==> src/rtl/interp_pkg.sv <==
// Shared definitions for the rate-conversion chain (upsampler, filter,
// downsampler): sample width, decimator mode codes, saturation limits and
// a constant-evaluable ceil(log2) helper used to size accumulators.
package interp_pkg;

  localparam int SAMPLE_W = 32;

  localparam int MODE_PICK = 0;
  localparam int MODE_ACC  = 1;

  localparam logic [SAMPLE_W-1:0] SAT_MAX = 32'h7FFF_FFFF;
  localparam logic [SAMPLE_W-1:0] SAT_MIN = 32'h8000_0000;

  // ceil(log2(value)); clog2(1) = 0 so an R=1 accumulator is exactly SAMPLE_W wide.
  function automatic int clog2(input int value);
    int res;
    res = 0;
    while ((1 << res) < value) res++;
    return res;
  endfunction

endpackage

==> src/rtl/downsampler_sat_shift.sv <==
// sat_shift: combinational arithmetic right shift of an AW-bit signed value
// followed by saturation to a 32-bit signed sample.
// Ports:
//   x  in  AW  signed wide value (e.g. an accumulator sum)
//   y  out 32  shifted value clamped to [SAT_MIN, SAT_MAX]
module sat_shift
  import interp_pkg::*;
#(
  parameter int AW    = 33,
  parameter int SHIFT = 0
) (
  input  logic signed [AW-1:0]       x,
  output logic        [SAMPLE_W-1:0] y
);

  if (AW < SAMPLE_W) begin : g_param_check
    $error("sat_shift: AW=%0d must be at least %0d", AW, SAMPLE_W);
  end

  logic signed [AW-1:0]         shifted;
  logic        [AW-SAMPLE_W:0]  top;

  assign shifted = x >>> SHIFT;
  // The value fits in 32 bits exactly when every bit from the 32-bit sign
  // position upwards agrees.
  assign top = shifted[AW-1:SAMPLE_W-1];

  always_comb begin
    y = shifted[SAMPLE_W-1:0];
    if (!((&top) || (~|top))) y = shifted[AW-1] ? SAT_MIN : SAT_MAX;
  end

endmodule

==> src/rtl/downsampler.sv <==
// downsampler: decimate a 32-bit signed valid/ready stream by R.
//   MODE_PICK: forward only the sample at phase PHASE of each group of R.
//   MODE_ACC : sum each group of R, arithmetic shift by SHIFT, saturate.
// Ports:
//   clk        rising-edge clock
//   rst        asynchronous active-low reset
//   clr        synchronous flush of phase counter and accumulator
//   d_in       signed input sample, qualified by in_valid
//   in_valid   input sample valid
//   in_ready   block accepts d_in this cycle
//   d_out      registered decimated sample, qualified by out_valid
//   out_valid  registered output valid
//   out_ready  downstream accepts d_out
module downsampler
  import interp_pkg::*;
#(
  parameter int R     = 2,
  parameter int PHASE = 0,
  parameter int MODE  = 0,
  parameter int SHIFT = 1
) (
  input  logic                clk,
  input  logic                rst,
  input  logic                clr,
  input  logic [SAMPLE_W-1:0] d_in,
  input  logic                in_valid,
  output logic                in_ready,
  output logic [SAMPLE_W-1:0] d_out,
  output logic                out_valid,
  input  logic                out_ready
);

  localparam int AW = SAMPLE_W + clog2(R);
  localparam logic [7:0] LAST    = 8'(R - 1);
  localparam logic [7:0] PHASE_C = 8'(PHASE);

  if (R < 1 || R > 255 || PHASE < 0 || PHASE >= R || SHIFT < 0 ||
      SHIFT > clog2(R) || (MODE != MODE_PICK && MODE != MODE_ACC)) begin : g_param_check
    $error("downsampler: illegal parameters R=%0d PHASE=%0d MODE=%0d SHIFT=%0d",
           R, PHASE, MODE, SHIFT);
  end

  logic        [7:0]          cnt;
  logic signed [AW-1:0]       acc;
  logic signed [AW-1:0]       sum;
  logic        [SAMPLE_W-1:0] acc_out;
  logic                       accept;
  logic                       at_last;
  logic                       load;
  logic        [SAMPLE_W-1:0] load_val;

  // Stall even samples that would be discarded: keeps phase alignment
  // strictly tied to the output handshake.
  assign in_ready = !out_valid || out_ready;
  assign accept   = in_valid && in_ready;
  assign at_last  = (cnt == LAST);
  assign sum      = acc + AW'($signed(d_in));

  sat_shift #(
    .AW   (AW),
    .SHIFT(SHIFT)
  ) u_sat_shift (
    .x(sum),
    .y(acc_out)
  );

  // A flush on the same cycle as an accept swallows the sample.
  always_comb begin
    load     = 1'b0;
    load_val = d_in;
    if (accept && !clr) begin
      if (MODE == MODE_ACC) begin
        load     = at_last;
        load_val = acc_out;
      end else begin
        load = (cnt == PHASE_C);
      end
    end
  end

  always_ff @(posedge clk or negedge rst) begin
    if (!rst) begin
      cnt       <= '0;
      acc       <= '0;
      d_out     <= '0;
      out_valid <= 1'b0;
    end else begin
      if (clr) begin
        cnt <= '0;
        acc <= '0;
      end else if (accept) begin
        cnt <= at_last ? 8'd0 : cnt + 8'd1;
        if (MODE == MODE_ACC) acc <= at_last ? '0 : sum;
      end

      // A load while the old output is being consumed replaces it without a bubble.
      if (load) begin
        d_out     <= load_val;
        out_valid <= 1'b1;
      end else if (out_ready) begin
        out_valid <= 1'b0;
      end
    end
  end

endmodule

==> config.mk <==
export PLATFORM = sky130hd
export DESIGN_NAME = downsampler
export DESIGN_NICKNAME = d
export VERILOG_FILES = /design/src/rtl/interp_pkg.sv /design/src/rtl/downsampler_sat_shift.sv /design/src/rtl/downsampler.sv
export SDC_FILE = /design/constraint.sdc
export NUM_CORES = 1
export LEC_CHECK = 0
export CELL_PAD_IN_SITES_DETAIL_PLACEMENT = 0
export CELL_PAD_IN_SITES_GLOBAL_PLACEMENT = 1
export CORE_UTILIZATION = 38
export CTS_CLUSTER_DIAMETER = 30
export DETAILED_ROUTE_END_ITERATION = 7
export PLACE_DENSITY = 0.85
export SETUP_SLACK_MARGIN = 0.5
export SLEW_MARGIN = 40
export SYNTH_ARGS = -nofsm -noshare
export SYNTH_HDL_FRONTEND = slang
export SYNTH_SLANG_ARGS = --single-unit
==> constraint.sdc <==
create_clock -name clk -period 3.3 [get_ports clk]
set_input_delay 0.66 -clock clk [delete_from_list [all_inputs] [get_ports clk]]
set_output_delay 0.66 -clock clk [all_outputs]
set_load 0.01 [all_outputs]
* After elaboration in Yosys (flattened, before gate mapping)
Cells that the tools add are included. W data, S select, Z words.
Operators by class: shift-type cells 0, divide/modulo/power cells 0, multipliers 0, $lt $le $gt $ge 0, bitwise gates (word level) 0, reductions and logical operators 8, equality and inequality tests 1, $add $sub $neg 1, muxes and demuxes 6
Operators by type and width (count):
- $mux W8 | 3
- $add A8 B1 Y8 const B | 1
- $eq A8 B1 Y1 const B | 1
- $logic_not A8 Y1 | 1
- $reduce_bool A2 Y1 | 2
- $mux W1 | 3
- $logic_and A1 B1 Y1 | 2
- $logic_not A1 Y1 | 2
- $logic_or A1 B1 Y1 | 1
Word-level totals: bits in read-only memories 0, bits of input ports 37, register bits after elaboration 41, RAM bits 0, latch bits 0, memories kept 0, output and inout bits 34

* Logic depth before layout (Yosys ltp)
depth after elaboration 6, mapped depth 6, depth with buffers taken out 5

* Worst setup path after synthesis
Ideal clock, no wire load.
path type input-to-reg, from input port out_ready, to register d_out[0], arrival 1.741 ns, stages 5, library setup time 0.125 ns, path buffers 1, setup slack 1.434 ns, path through nand2b_1 nand3b_1 nor2_8 buf_12 mux2_4
On the way: cells in the longest elaborated chain, start to end 4
RTL lines:
- start: declaration | RTL line downsampler.sv:30 | input logic out_ready
- $logic_or A1 B1 Y1 | RTL line downsampler.sv:54 | assign in_ready = !out_valid || out_ready;
- $logic_and A1 B1 Y1 | RTL line downsampler.sv:55 | assign accept = in_valid && in_ready;
- $logic_and A1 B1 Y1 | RTL line downsampler.sv:71 | if (accept && !clr) begin
- $mux W1 | RTL line downsampler.sv:71
- end signal: assignment | RTL line downsampler.sv:98 | d_out <= load_val;
- end: declaration | RTL line downsampler.sv:28 | output logic [SAMPLE_W-1:0] d_out,
Every way passes these cells. A chain may end at the register's enable or synchronous reset.

* Final worst setup path
from input port out_ready, to output port in_ready
On the way: cells in the longest elaborated chain, start to end 1
RTL lines:
- $logic_or A1 B1 Y1 | RTL line downsampler.sv:54
- end: declaration | RTL line downsampler.sv:27 | output logic in_ready,
Every way passes these cells.

==> flow_metrics.env <==
export IMPL_outcome="complete, no violations"
export IMPL_setup_worst_path_end_class="output port"
export IMPL_path_class="in -> out"
export IMPL_leakage_power_nw=1.22
export IMPL_setup_tns_ps=0
export IMPL_postCtsSetupRepairBufs=0
export IMPL_grt_busiest_layer="met2"
export IMPL_power_density_nw_per_um2=669
export IMPL_synth_to_layout_area_growth_pct=45.2
export IMPL_max_cap_violations=0
export IMPL_first_pass_grt_wire_length_mm=6.67
export IMPL_netlist_cell_type_count=35
export IMPL_grt_max_degree=42
export IMPL_cts_htree_levels=2
export IMPL_final_min_period_over_clock_period_pct=76.8
export IMPL_drt_pass1_iter_count=2
export IMPL_via_count_of_the_first_global_routing_pass=1318
export IMPL_hold_slack_ps=344
export IMPL_grtUsageMet1_pct=21.8
export IMPL_floorplan_initialDensity_pct=40.0
export IMPL_drc_errors=0
export IMPL_ys_seq_area_share_pct=53.6
export IMPL_cts_hold_buf=0
export IMPL_clk_latency_ps=290
export IMPL_num_vias=1270
export IMPL_yosys_warnings=0
export IMPL_power_frac_seq_pct=39.5
export IMPL_synth_top_cell_area_share_pct=53.6
export IMPL_die_area_um2=5320
export IMPL_antenna_left=0
export IMPL_synth_area_leader_cell="dfrtp_1"
export IMPL_grt_setup_unrepaired="no"
export IMPL_clock_fmax_mhz=394
export IMPL_rr_worst_depth=5
export IMPL_viasPerCell=4.79
export IMPL_critical_path_startpoint_type="primary input"
export IMPL_worst_hold_path_type="in -> async"
export IMPL_synthMostInstantiatedCell="dfrtp_1"
export IMPL_cts_sinks=41
export IMPL_ir_drop_v=0.000286
export IMPL_post_synth_instance_area_um2=1910
export IMPL_clkTransAtPathRegs_ps=80
export IMPL_max_slew_margin_pct=65.0
export IMPL_power_combinational_fraction_pct=38.0
export IMPL_std_cell_rows=25
export IMPL_synth_common_cells="dfrtp_1, mux2_4, nand3_1"
export IMPL_dpl_hpwl_mm=2.99
export IMPL_switching_share_pct=26.4
export IMPL_clock_skew_ps=9.39
export IMPL_antenna_cells_inserted=0
export IMPL_design_final_nets=237
export IMPL_synthesized_flop_and_latch_total=41
export IMPL_core_area_um2=4790
export IMPL_placement_cell_area_um2=2660
export IMPL_iteration_0_drc_count_of_the_detailed_router=79
export IMPL_fp_dieW_um=73.0
export IMPL_final_cell_area_um2=2780
export IMPL_globalplace_congestion=0.747
export IMPL_net_switching_power_uw=491
export IMPL_synth_area_per_cell_um2=15.7
export IMPL_crit_required_ps=2640
export IMPL_p_int_mw=1.37
export IMPL_clkPwrFrac_pct=22.5
export IMPL_placement_io_buffers=70
export IMPL_synth_edff_count=0
export IMPL_postSynthCellCount=122
export IMPL_synth_top_flop_cell="dfrtp_1"
export IMPL_ios=71
export IMPL_postSynthNetCount=162
export IMPL_finalHoldViolations=0
export IMPL_tritoncts="built"
export IMPL_netlist_top_cells_area="dfrtp_1, mux2_4, buf_12, ha_1, mux2_1"
export IMPL_setup_violations=0
export IMPL_grt_met3_use_pct=6.35
export IMPL_fillerInstances=393
export IMPL_ctsRootBufferMaster="clkbuf_8"
export IMPL_cts_buffer_count=5
export IMPL_cts_buffer_depth=2
export IMPL_grt_antenna_before_repair=0
export IMPL_critPathArrivalTime_ps=1880
export IMPL_track_usage_pct=17.0
export IMPL_report_final_slew_viol_count=0
export IMPL_totalWireLength_mm=4.16
export IMPL_period_needed_ps=2540
export IMPL_drive_gt1_share_pct=23.7
export IMPL_crit_path_max_fanout=5
export IMPL_post_cts_resized=0
export IMPL_average_wire_length_per_cell_after_detail_routing_um=15.7
export IMPL_ys_async_sr_fraction_pct=100
export IMPL_met2_usage_pct=26.4
export IMPL_tightestPinTransition_ps=525
export IMPL_chipHeight_um=73.0
export IMPL_grt_overflow_total=0
==> layout make-up <==
type	instances	area, µm²	area share (%)
flip-flops and latches	41	1030	36.9
multi-input cells	73	803	28.9
repair buffers	73	733	26.4
well taps	67	83.8	3.02
clock buffers	6	82.6	2.97
clock inverters	2	37.5	1.35
inverters	3	11.3	0.405
==> layer usage <==
layer / up-vias / wire length (µm)
li1: 592 / -
met1: 623 / 1890
met2: 50 / 1900
met3: 5 / 311
met4: 0 / 55
met5: - / 0
==> path summary, 6_finish.rpt <==
| check | end | slack (ps) | from |
|---|---|---|---|
| max | in_ready | 760 | out_ready |
| min | d_out[18] | 340 | rst |
| max reg2reg | d_out[10] | 1270 | cnt[3] |
| min reg2reg | d_out[12] | 500 | d_out[12] |
| max in group asynchronous | d_out[12] | 2590 | rst |
| min in group clk | d_out[12] | 500 | d_out[12] |
==> worst max-delay path: stages <==
cell and delay, ps:
clkdlybuf4s50_1 450, nand2b_1 190, clkdlybuf4s50_1 580
==> metrics by stage <==
stage          total power, mW  setup WS [ps]  cells  utilization (%)
2_1_floorplan             1.07           1430    122                -
3_3_place_gp              1.43            775    257             55.5
3_5_place_dp              1.45            685    257             55.5
4_1_cts                   1.88            765    265             58.0
5_1_grt                   1.96            719    265             58.0
6_report                  1.86            764    265             58.0
==> flip-flops by register name, indices dropped and copies added, names as in the netlist <==
name,count
cnt,8
d_out,32
out_valid,1
==> layout by cell type, fill, tap and decap left out, types with 3 or more instances in the layout <==
master,count
clkbuf_8,6
inv_1,3
buf_4,3
clkdlybuf4s50_1,69
ha_1,3
and3_1,3
mux2_4,30
nand3_1,4
dfrtp_1,41
==> logic make-up after synthesis <==
logic type | count (synthesis) | share of synthesized area, %
AOI/OAI and AO/OA | 13 | 5.23
DFF | 41 | 53.6
buffers and inverters | 8 | 4.38
adders and majority gates | 3 | 1.96
and+or+nand+nor | 23 | 9.03
muxes | 33 | 25.3
xor gates and xnor gates | 1 | 0.458
==> power by group through the flow <==
stage / combinational, mW / clock (mW) / sequential, mW
final: 0.706 / 0.419 / 0.734
after global routing: 0.754 / 0.454 / 0.752
after CTS: 0.714 / 0.433 / 0.735
after detailed placement: 0.710 / 0 / 0.742
after global placement: 0.692 / 0 / 0.739
after floorplan: 0.270 / 0 / 0.801
(Power assumes the default switching activity.)
